## src/rtl/queen_pkg.sv

```systemverilog
// Shared constants, column type and controller state encoding for the 8-queens search.
package queen_pkg;
  localparam int unsigned N_QUEENS = 8;
  localparam int unsigned COL_W    = 3;
  localparam int unsigned ROW_W    = 3;
  localparam int unsigned CNT_W    = 7;

  typedef logic [COL_W-1:0] col_t;

  typedef enum logic [2:0] {
    S_IDLE      = 3'd0,
    S_CHECK     = 3'd1,
    S_ADVANCE   = 3'd2,
    S_BACKTRACK = 3'd3,
    S_SOLVED    = 3'd4,
    S_EXHAUSTED = 3'd5
  } state_t;
endpackage

```

## src/rtl/queen_conflict.sv

```systemverilog
// Combinational attack test between two queens: same column or same diagonal.
module queen_conflict
  import queen_pkg::*;
(
  input  col_t             col_a,
  input  col_t             col_b,
  input  logic [ROW_W-1:0] row_diff,
  output logic             conflict
);
  logic [COL_W:0] col_diff;

  // Absolute column distance, widened by one bit so the subtraction never wraps.
  always_comb begin
    if (col_a >= col_b) col_diff = {1'b0, col_a} - {1'b0, col_b};
    else                col_diff = {1'b0, col_b} - {1'b0, col_a};
    conflict = (col_a == col_b) || (col_diff == {1'b0, row_diff});
  end
endmodule

```

## src/rtl/queen_backtrack_ctrl.sv

```systemverilog
// Iterative backtracking 8-queens solver emitting solutions in lexicographic order.
// Optional solution counter output sol_cnt when QUEEN_SOL_COUNT_EN is defined.
module queen_backtrack_ctrl
  import queen_pkg::*;
(
  input  logic             clk,
  input  logic             a_rst_n,
  input  logic             start,
  input  logic             next,
  input  logic [ROW_W-1:0] rd_row,
  output col_t             rd_col,
  output logic             busy,
  output logic             found,
  output logic             no_more
`ifdef QUEEN_SOL_COUNT_EN
  ,
  output logic [CNT_W-1:0] sol_cnt
`endif
);
  localparam col_t             MAX_COL  = col_t'(N_QUEENS - 1);
  localparam logic [ROW_W-1:0] LAST_ROW = ROW_W'(N_QUEENS - 1);

  state_t                    state_q, state_d;
  col_t [N_QUEENS-1:0]       col_q, col_d;
  logic [ROW_W-1:0]          row_q, row_d, chk_q, chk_d;
  logic [ROW_W-1:0]          row_inc, row_dec;
  logic                      hit, retry, restart;
  logic                      busy_d, found_d, no_more_d;
`ifdef QUEEN_SOL_COUNT_EN
  logic [CNT_W-1:0]          cnt_q, cnt_d;
`endif

  assign row_inc = row_q + ROW_W'(1);
  assign row_dec = row_q - ROW_W'(1);

  queen_conflict u_conflict (
    .col_a    (col_q[chk_q]),
    .col_b    (col_q[row_q]),
    .row_diff (row_q - chk_q),
    .conflict (hit)
  );

  always_comb rd_col = col_q[rd_row];

  // Next-state and datapath update; a SOLVED resume is treated as a conflict at the last row.
  always_comb begin
    state_d = state_q;
    col_d   = col_q;
    row_d   = row_q;
    chk_d   = chk_q;
    restart = start && (state_q == S_IDLE || state_q == S_SOLVED || state_q == S_EXHAUSTED);
    retry   = ((state_q == S_CHECK) && (chk_q != row_q) && hit) ||
              ((state_q == S_SOLVED) && !start && next);

    case (state_q)
      S_CHECK: begin
        if (chk_q == row_q) state_d = S_ADVANCE;
        else if (!hit)      chk_d   = chk_q + ROW_W'(1);
      end
      S_ADVANCE: begin
        if (row_q == LAST_ROW) begin
          state_d = S_SOLVED;
        end else begin
          row_d          = row_inc;
          col_d[row_inc] = '0;
          chk_d          = '0;
          state_d        = S_CHECK;
        end
      end
      S_BACKTRACK: begin
        if (row_q == '0) begin
          state_d = S_EXHAUSTED;
        end else begin
          row_d = row_dec;
          if (col_q[row_dec] != MAX_COL) begin
            col_d[row_dec] = col_q[row_dec] + COL_W'(1);
            chk_d          = '0;
            state_d        = S_CHECK;
          end
        end
      end
      S_IDLE, S_SOLVED, S_EXHAUSTED: ;
      default: state_d = S_IDLE;
    endcase

    if (retry) begin
      if (col_q[row_q] != MAX_COL) begin
        col_d[row_q] = col_q[row_q] + COL_W'(1);
        chk_d        = '0;
        state_d      = S_CHECK;
      end else begin
        state_d = S_BACKTRACK;
      end
    end

    if (restart) begin
      row_d    = '0;
      col_d[0] = '0;
      chk_d    = '0;
      state_d  = S_CHECK;
    end

    busy_d    = (state_d == S_CHECK) || (state_d == S_ADVANCE) || (state_d == S_BACKTRACK);
    found_d   = (state_d == S_SOLVED);
    no_more_d = (state_d == S_EXHAUSTED);

`ifdef QUEEN_SOL_COUNT_EN
    cnt_d = cnt_q;
    if (restart)
      cnt_d = '0;
    else if ((state_q == S_ADVANCE) && (row_q == LAST_ROW) && (cnt_q != {CNT_W{1'b1}}))
      cnt_d = cnt_q + CNT_W'(1);
`endif
  end

  always_ff @(posedge clk or negedge a_rst_n) begin
    if (!a_rst_n) begin
      state_q <= S_IDLE;
      col_q   <= '0;
      row_q   <= '0;
      chk_q   <= '0;
      busy    <= 1'b0;
      found   <= 1'b0;
      no_more <= 1'b0;
    end else begin
      state_q <= state_d;
      col_q   <= col_d;
      row_q   <= row_d;
      chk_q   <= chk_d;
      busy    <= busy_d;
      found   <= found_d;
      no_more <= no_more_d;
    end
  end

`ifdef QUEEN_SOL_COUNT_EN
  always_ff @(posedge clk or negedge a_rst_n) begin
    if (!a_rst_n) cnt_q <= '0;
    else          cnt_q <= cnt_d;
  end

  assign sol_cnt = cnt_q;
`endif
endmodule

```

## config.mk

```make
export PLATFORM = sky130hd
export DESIGN_NAME = queen_backtrack_ctrl
export DESIGN_NICKNAME = d
export VERILOG_FILES = /design/src/rtl/queen_pkg.sv /design/src/rtl/queen_conflict.sv /design/src/rtl/queen_backtrack_ctrl.sv
export SDC_FILE = /design/constraint.sdc
export NUM_CORES = 1
export LEC_CHECK = 0
export BUFFER_PORTS_ARGS = -buffer_cell sky130_fd_sc_hd__buf_2
export CORE_ASPECT_RATIO = 1.2
export CORE_MARGIN = 4
export CORE_UTILIZATION = 50
export CTS_CLUSTER_SIZE = 12
export DETAILED_ROUTE_END_ITERATION = 8
export PLACE_DENSITY = 0.67
export SYNTH_ARGS = -nofsm -noshare
export SYNTH_HDL_FRONTEND = slang
export SYNTH_HIERARCHICAL = 1
export SYNTH_SLANG_ARGS = --single-unit
export TNS_END_PERCENT = 30
```

## constraint.sdc

```tcl
create_clock -name clk -period 6.85 [get_ports clk]
set_input_delay 2.055 -clock clk [delete_from_list [all_inputs] [get_ports clk]]
set_output_delay 2.055 -clock clk [all_outputs]
set_load 0.005 [all_outputs]
```

-- Word level (Yosys, flattened, before mapping)
Index checks and enable logic that the tools add are counted.
- flip-flop bits (word level): 36
- output and inout port bits: 6
- logic and storage cells: 117
- $add $sub $neg: 8
- magnitude comparators: 9
- eq/ne operators: 19
- mux-type cells: 45
- bitwise logic cells: 2
- reductions and logical operators: 20
- operator list (cell ; number):
    $mux 24 ; 5
    $mux 3 ; 25
    $bwmux 24 ; 2
    $pmux 24 s2 ; 1
    $bmux 3 s3 ; 4
    $demux 3 s3 ; 3
    $and 24x24->24 ; 1
    $not 24->24 ; 1
    $lt 3x4->1 const B ; 5
    $eq 3x3->1 const B ; 5
    $add 3x1->3 const B ; 4
    $eq 3x2->1 const B ; 4
    $ne 3x3->1 const B ; 4
    $pmux 3 s4 ; 1
    $ge 3x1->1 const B ; 3
    $pmux 3 s3 ; 1
    $logic_and 1x1->1 ; 8
    $sub 3x3->4 ; 2
    $eq 3x1->1 const B ; 2
    $eq 3x3->1 ; 2
    $logic_not 3->1 ; 2
    $logic_or 1x1->1 ; 6
    $pmux 3 s2 ; 1
    $eq 4x3->1 ; 1
    other kinds (10) ; 10

-- Longest topological paths before layout
- word-level depth: 13
- depth in mapped cells: 21
- mapped depth without buffers: 19

-- Modules after synthesis
The synthesis kept the hierarchy.
- by module, submodules not included (module ; times used ; cells each ; area each (um2) ; sequential area each (um2)):
    queen_backtrack_ctrl ; 1 ; 334 ; 3260.6 ; 900.9
    queen_conflict ; 1 ; 40 ; 322.8 ; 0.0

-- Worst setup path after synthesis
OpenSTA, ideal clock, no wires.
- path kind: input to output
- start: in rd_row[1]
- end: out rd_col[1]
- data arrival time: 3.168 ns
- required time: 4.795 ns
- slack: 1.627 ns
- stages on the path: 3
- cells stage by stage: clkbuf_1 mux4_2 mux2_2
- cells in the longest elaborated chain, start to end: 2
- ends and longest elaborated chain (what ; RTL line ; RTL):
    from (decl) ; queen_backtrack_ctrl.sv:10 ; input logic [ROW_W-1:0] rd_row,
    $bmux 3 s3 ; queen_backtrack_ctrl.sv:43 ; always_comb rd_col = col_q[rd_row];
    $mux 3 (not written as such) ; queen_backtrack_ctrl.sv:43 ;
    to (decl) ; queen_backtrack_ctrl.sv:11 ; output col_t rd_col,
Every way passes these cells. The select of a mux whose other input is x is not followed.

==> impl_metrics.json <==
{
  "setup_viol": 0,
  "synth_compound_area_frac": 0.187,
  "n_fill_cell": 626,
  "cts-buffers-inserted": 5,
  "fin_setup_tns_ps": 0,
  "cts.repair.resized": 0,
  "yosys.area_share.simple": 0.180,
  "synth_top_family_by_area": "multiplexers",
  "antenna_found_initial": 0,
  "root_buffer": "clkbuf_8",
  "cts-hold-fix-buffers": 0,
  "diodes": 0,
  "cap_violations": 0,
  "port_buffers": 12,
  "synth_area_sq_mm": 0.00358,
  "yosys.area.top_type": "dfrtp_1",
  "syn_inst": 374,
  "worst_pin_slew_ps": 912,
  "synth_most_common_cell": "dfrtp_1",
  "fin_worst_skew_ps": 10.3,
  "wl_per_cell_um": 21.6,
  "vias": 3159,
  "drive_gt1_frac": 0.189,
  "ys_seq_area_frac": 0.251,
  "design.core.area_sq_mm": 0.00690,
  "hold_path.class": "flip-flop to flip-flop",
  "status": "finished clean",
  "place.detailed.hpwl_mm": 7.29,
  "synthArstFlopShare": 1.00,
  "io_pins": 13,
  "post_drt_via_cell_ratio": 6.82,
  "routed_wl_mm": 10.0,
  "die_x_um": 85.3,
  "synth-xor-area-share": 0.0220,
  "htreeDepth": 2,
  "relSlewSlack": 0.390,
  "finalCritPeriodShare": 0.828,
  "path_class": "flip-flop to flip-flop",
  "area_delta_synth_final_pct": 5.13,
  "worstPathArrival_ps": 5860,
  "grt_pass1_wl_mm": 15.9,
  "required_ps": 7040,
  "yosysWarnings": 6,
  "grt-ovfl-total": 0,
  "clk_pin_slew_ps": 90,
  "synth_flop_cell": "dfrtp_1",
  "hold_violations": 0,
  "start_util": 0.520,
  "core.rowCount": 33,
  "clk_path_buf_depth": 2,
  "synthMuxAreaShare": 0.231,
  "synth_nets": 402,
  "nets": 403,
  "synth_area_per_cell_sq_um": 9.58,
  "r2r_slack_ps": 1180,
  "drt-initial-drc-count": 318,
  "final-max-slew-violation-count": 0,
  "grt_usage": 0.239,
  "synth_edf_count": 0,
  "synthTopCellsByArea": "dfrtp_1, mux4_2, mux2i_1",
  "grt_pass1_vias": 3072,
  "fin_crit_ps": 5670,
  "synth_cell_types": 61,
  "ys_top_cells_by_count": "dfrtp_1, mux2i_1, nand2_1",
  "tritoncts": "done",
  "ant_nets": 0,
  "post_cts_buffers": 0,
  "synthAdderAreaFrac": 0.0817,
  "fmax_ghz": 0.176,
  "crit_path_end_kind": "flip-flop",
  "gp_congestion": 0.917,
  "synth.top_cell.area_share": 0.251,
  "yosys_register_bits": 36,
  "die_h_um": 101,
  "dr.pass1.iters": 8,
  "rsz0062_at_grt": "no",
  "grt_max_degree": 37,
  "clk_latency_ps": 300,
  "dieArea_sq_mm": 0.00859,
  "clock-sinks": 36,
  "startpoint_type": "flip-flop",
  "crit_fanout": 24,
  "drcViolationCount": 0
}
==> cells by family after synthesis <==
logic type / count (synthesis)
simple gates: 114
buf+inv: 39
xor+xnor: 9
flops: 36
compound gates: 92
mux: 63
fa+ha+maj: 21
==> layout make-up <==
type / instances / area [sq um] / share of cell area
clock buffer: 7 / 86.3 / 0.0229
clock inverter: 1 / 7.51 / 0.00199
inverter: 19 / 71.3 / 0.0189
multi-input combinational: 299 / 2520 / 0.668
sequential: 36 / 901 / 0.239
tap: 87 / 109 / 0.0289
timing repair buffer: 14 / 75.1 / 0.0199
==> worst max-delay path, cell delays in order (launching register included) <==
cell	delay, ps
dfrtp_1	920
clkinv_1	470
nor4_1	330
a31oi_1	70
o211a_1	360
ha_1	290
inv_1	70
fa_1	150
inv_1	50
fa_1	420
and2_2	230
a211oi_2	260
xnor2_1	90
a221o_1	250
nand2_1	90
nor4bb_1	360
o21a_1	220
nor2_2	120
nor3_1	440
mux2_2	390
==> state kept, by name, summed over array words and instances (netlist names) <==
register,flops
busy,1
chk_q,3
col_q,24
found,1
no_more,1
row_q,3
state_q,3
==> layout by cell type (no fill, tap or decap), types with 2 or more instances in the layout <==
cell type	count
a221o_1	2
buf_4	2
nor2b_1	5
a22oi_1	3
nor4_1	3
a32oi_1	3
nand2_1	28
buf_2	12
dfrtp_1	36
a311o_1	2
a21oi_1	15
a211oi_1	6
fa_1	4
o21ai_0	19
or3_1	2
o21a_1	6
mux2i_1	30
inv_1	18
a32o_1	6
mux2_2	19
a31oi_1	9
nor4_2	4
nor3_1	14
ha_1	17
nor3b_1	4
nand2b_1	12
o221ai_1	2
and3b_1	2
a311oi_1	2
and2_1	4
mux4_2	14
o22ai_1	4
clkbuf_8	6
nor2_1	21
xor2_1	3
nand3_1	3
a21oi_2	2
o21bai_1	2
xnor2_1	6
==> metal layers <==
metal | vias up | share of wire | wire length [um] | global-route usage
li1 | 1417 | - | - | -
met4 | 0 | 0.049 | 493 | 0.136
met5 | - | 0 | 0 | 0
met1 | 1536 | 0.39 | 3870 | 0.285
met2 | 162 | 0.49 | 4860 | 0.401
met3 | 44 | 0.078 | 785 | 0.0458
==> path summary, 6_finish.rpt <==
check                         start    endpoint  cells past startpoint
setup / recovery           row_q[2]   col_q[19]                     19
hold / removal             col_q[5]    col_q[5]                      2
setup reg to reg           row_q[2]   col_q[19]                     19
hold reg to reg            col_q[5]    col_q[5]                      2
max in group asynchronous   a_rst_n   col_q[23]                      1
min in group asynchronous   a_rst_n  state_q[1]                      1
==> metrics by stage <==
stage,hold WS (ps),cell area [sq um],setup WS (ps),instances,util
3_5_place_dp,657,3670,1300,455,0.533
5_1_grt,731,3770,897,463,0.546
3_3_place_gp,651,3670,1480,455,0.533
6_report,682,3770,1180,463,0.546
4_1_cts,675,3770,1290,463,0.546
2_1_floorplan,566,3580,1630,374,-
Power is left out: the tool's default activity adds up to more than one toggle a clock period on the data nets, which glitch-free logic cannot reach.
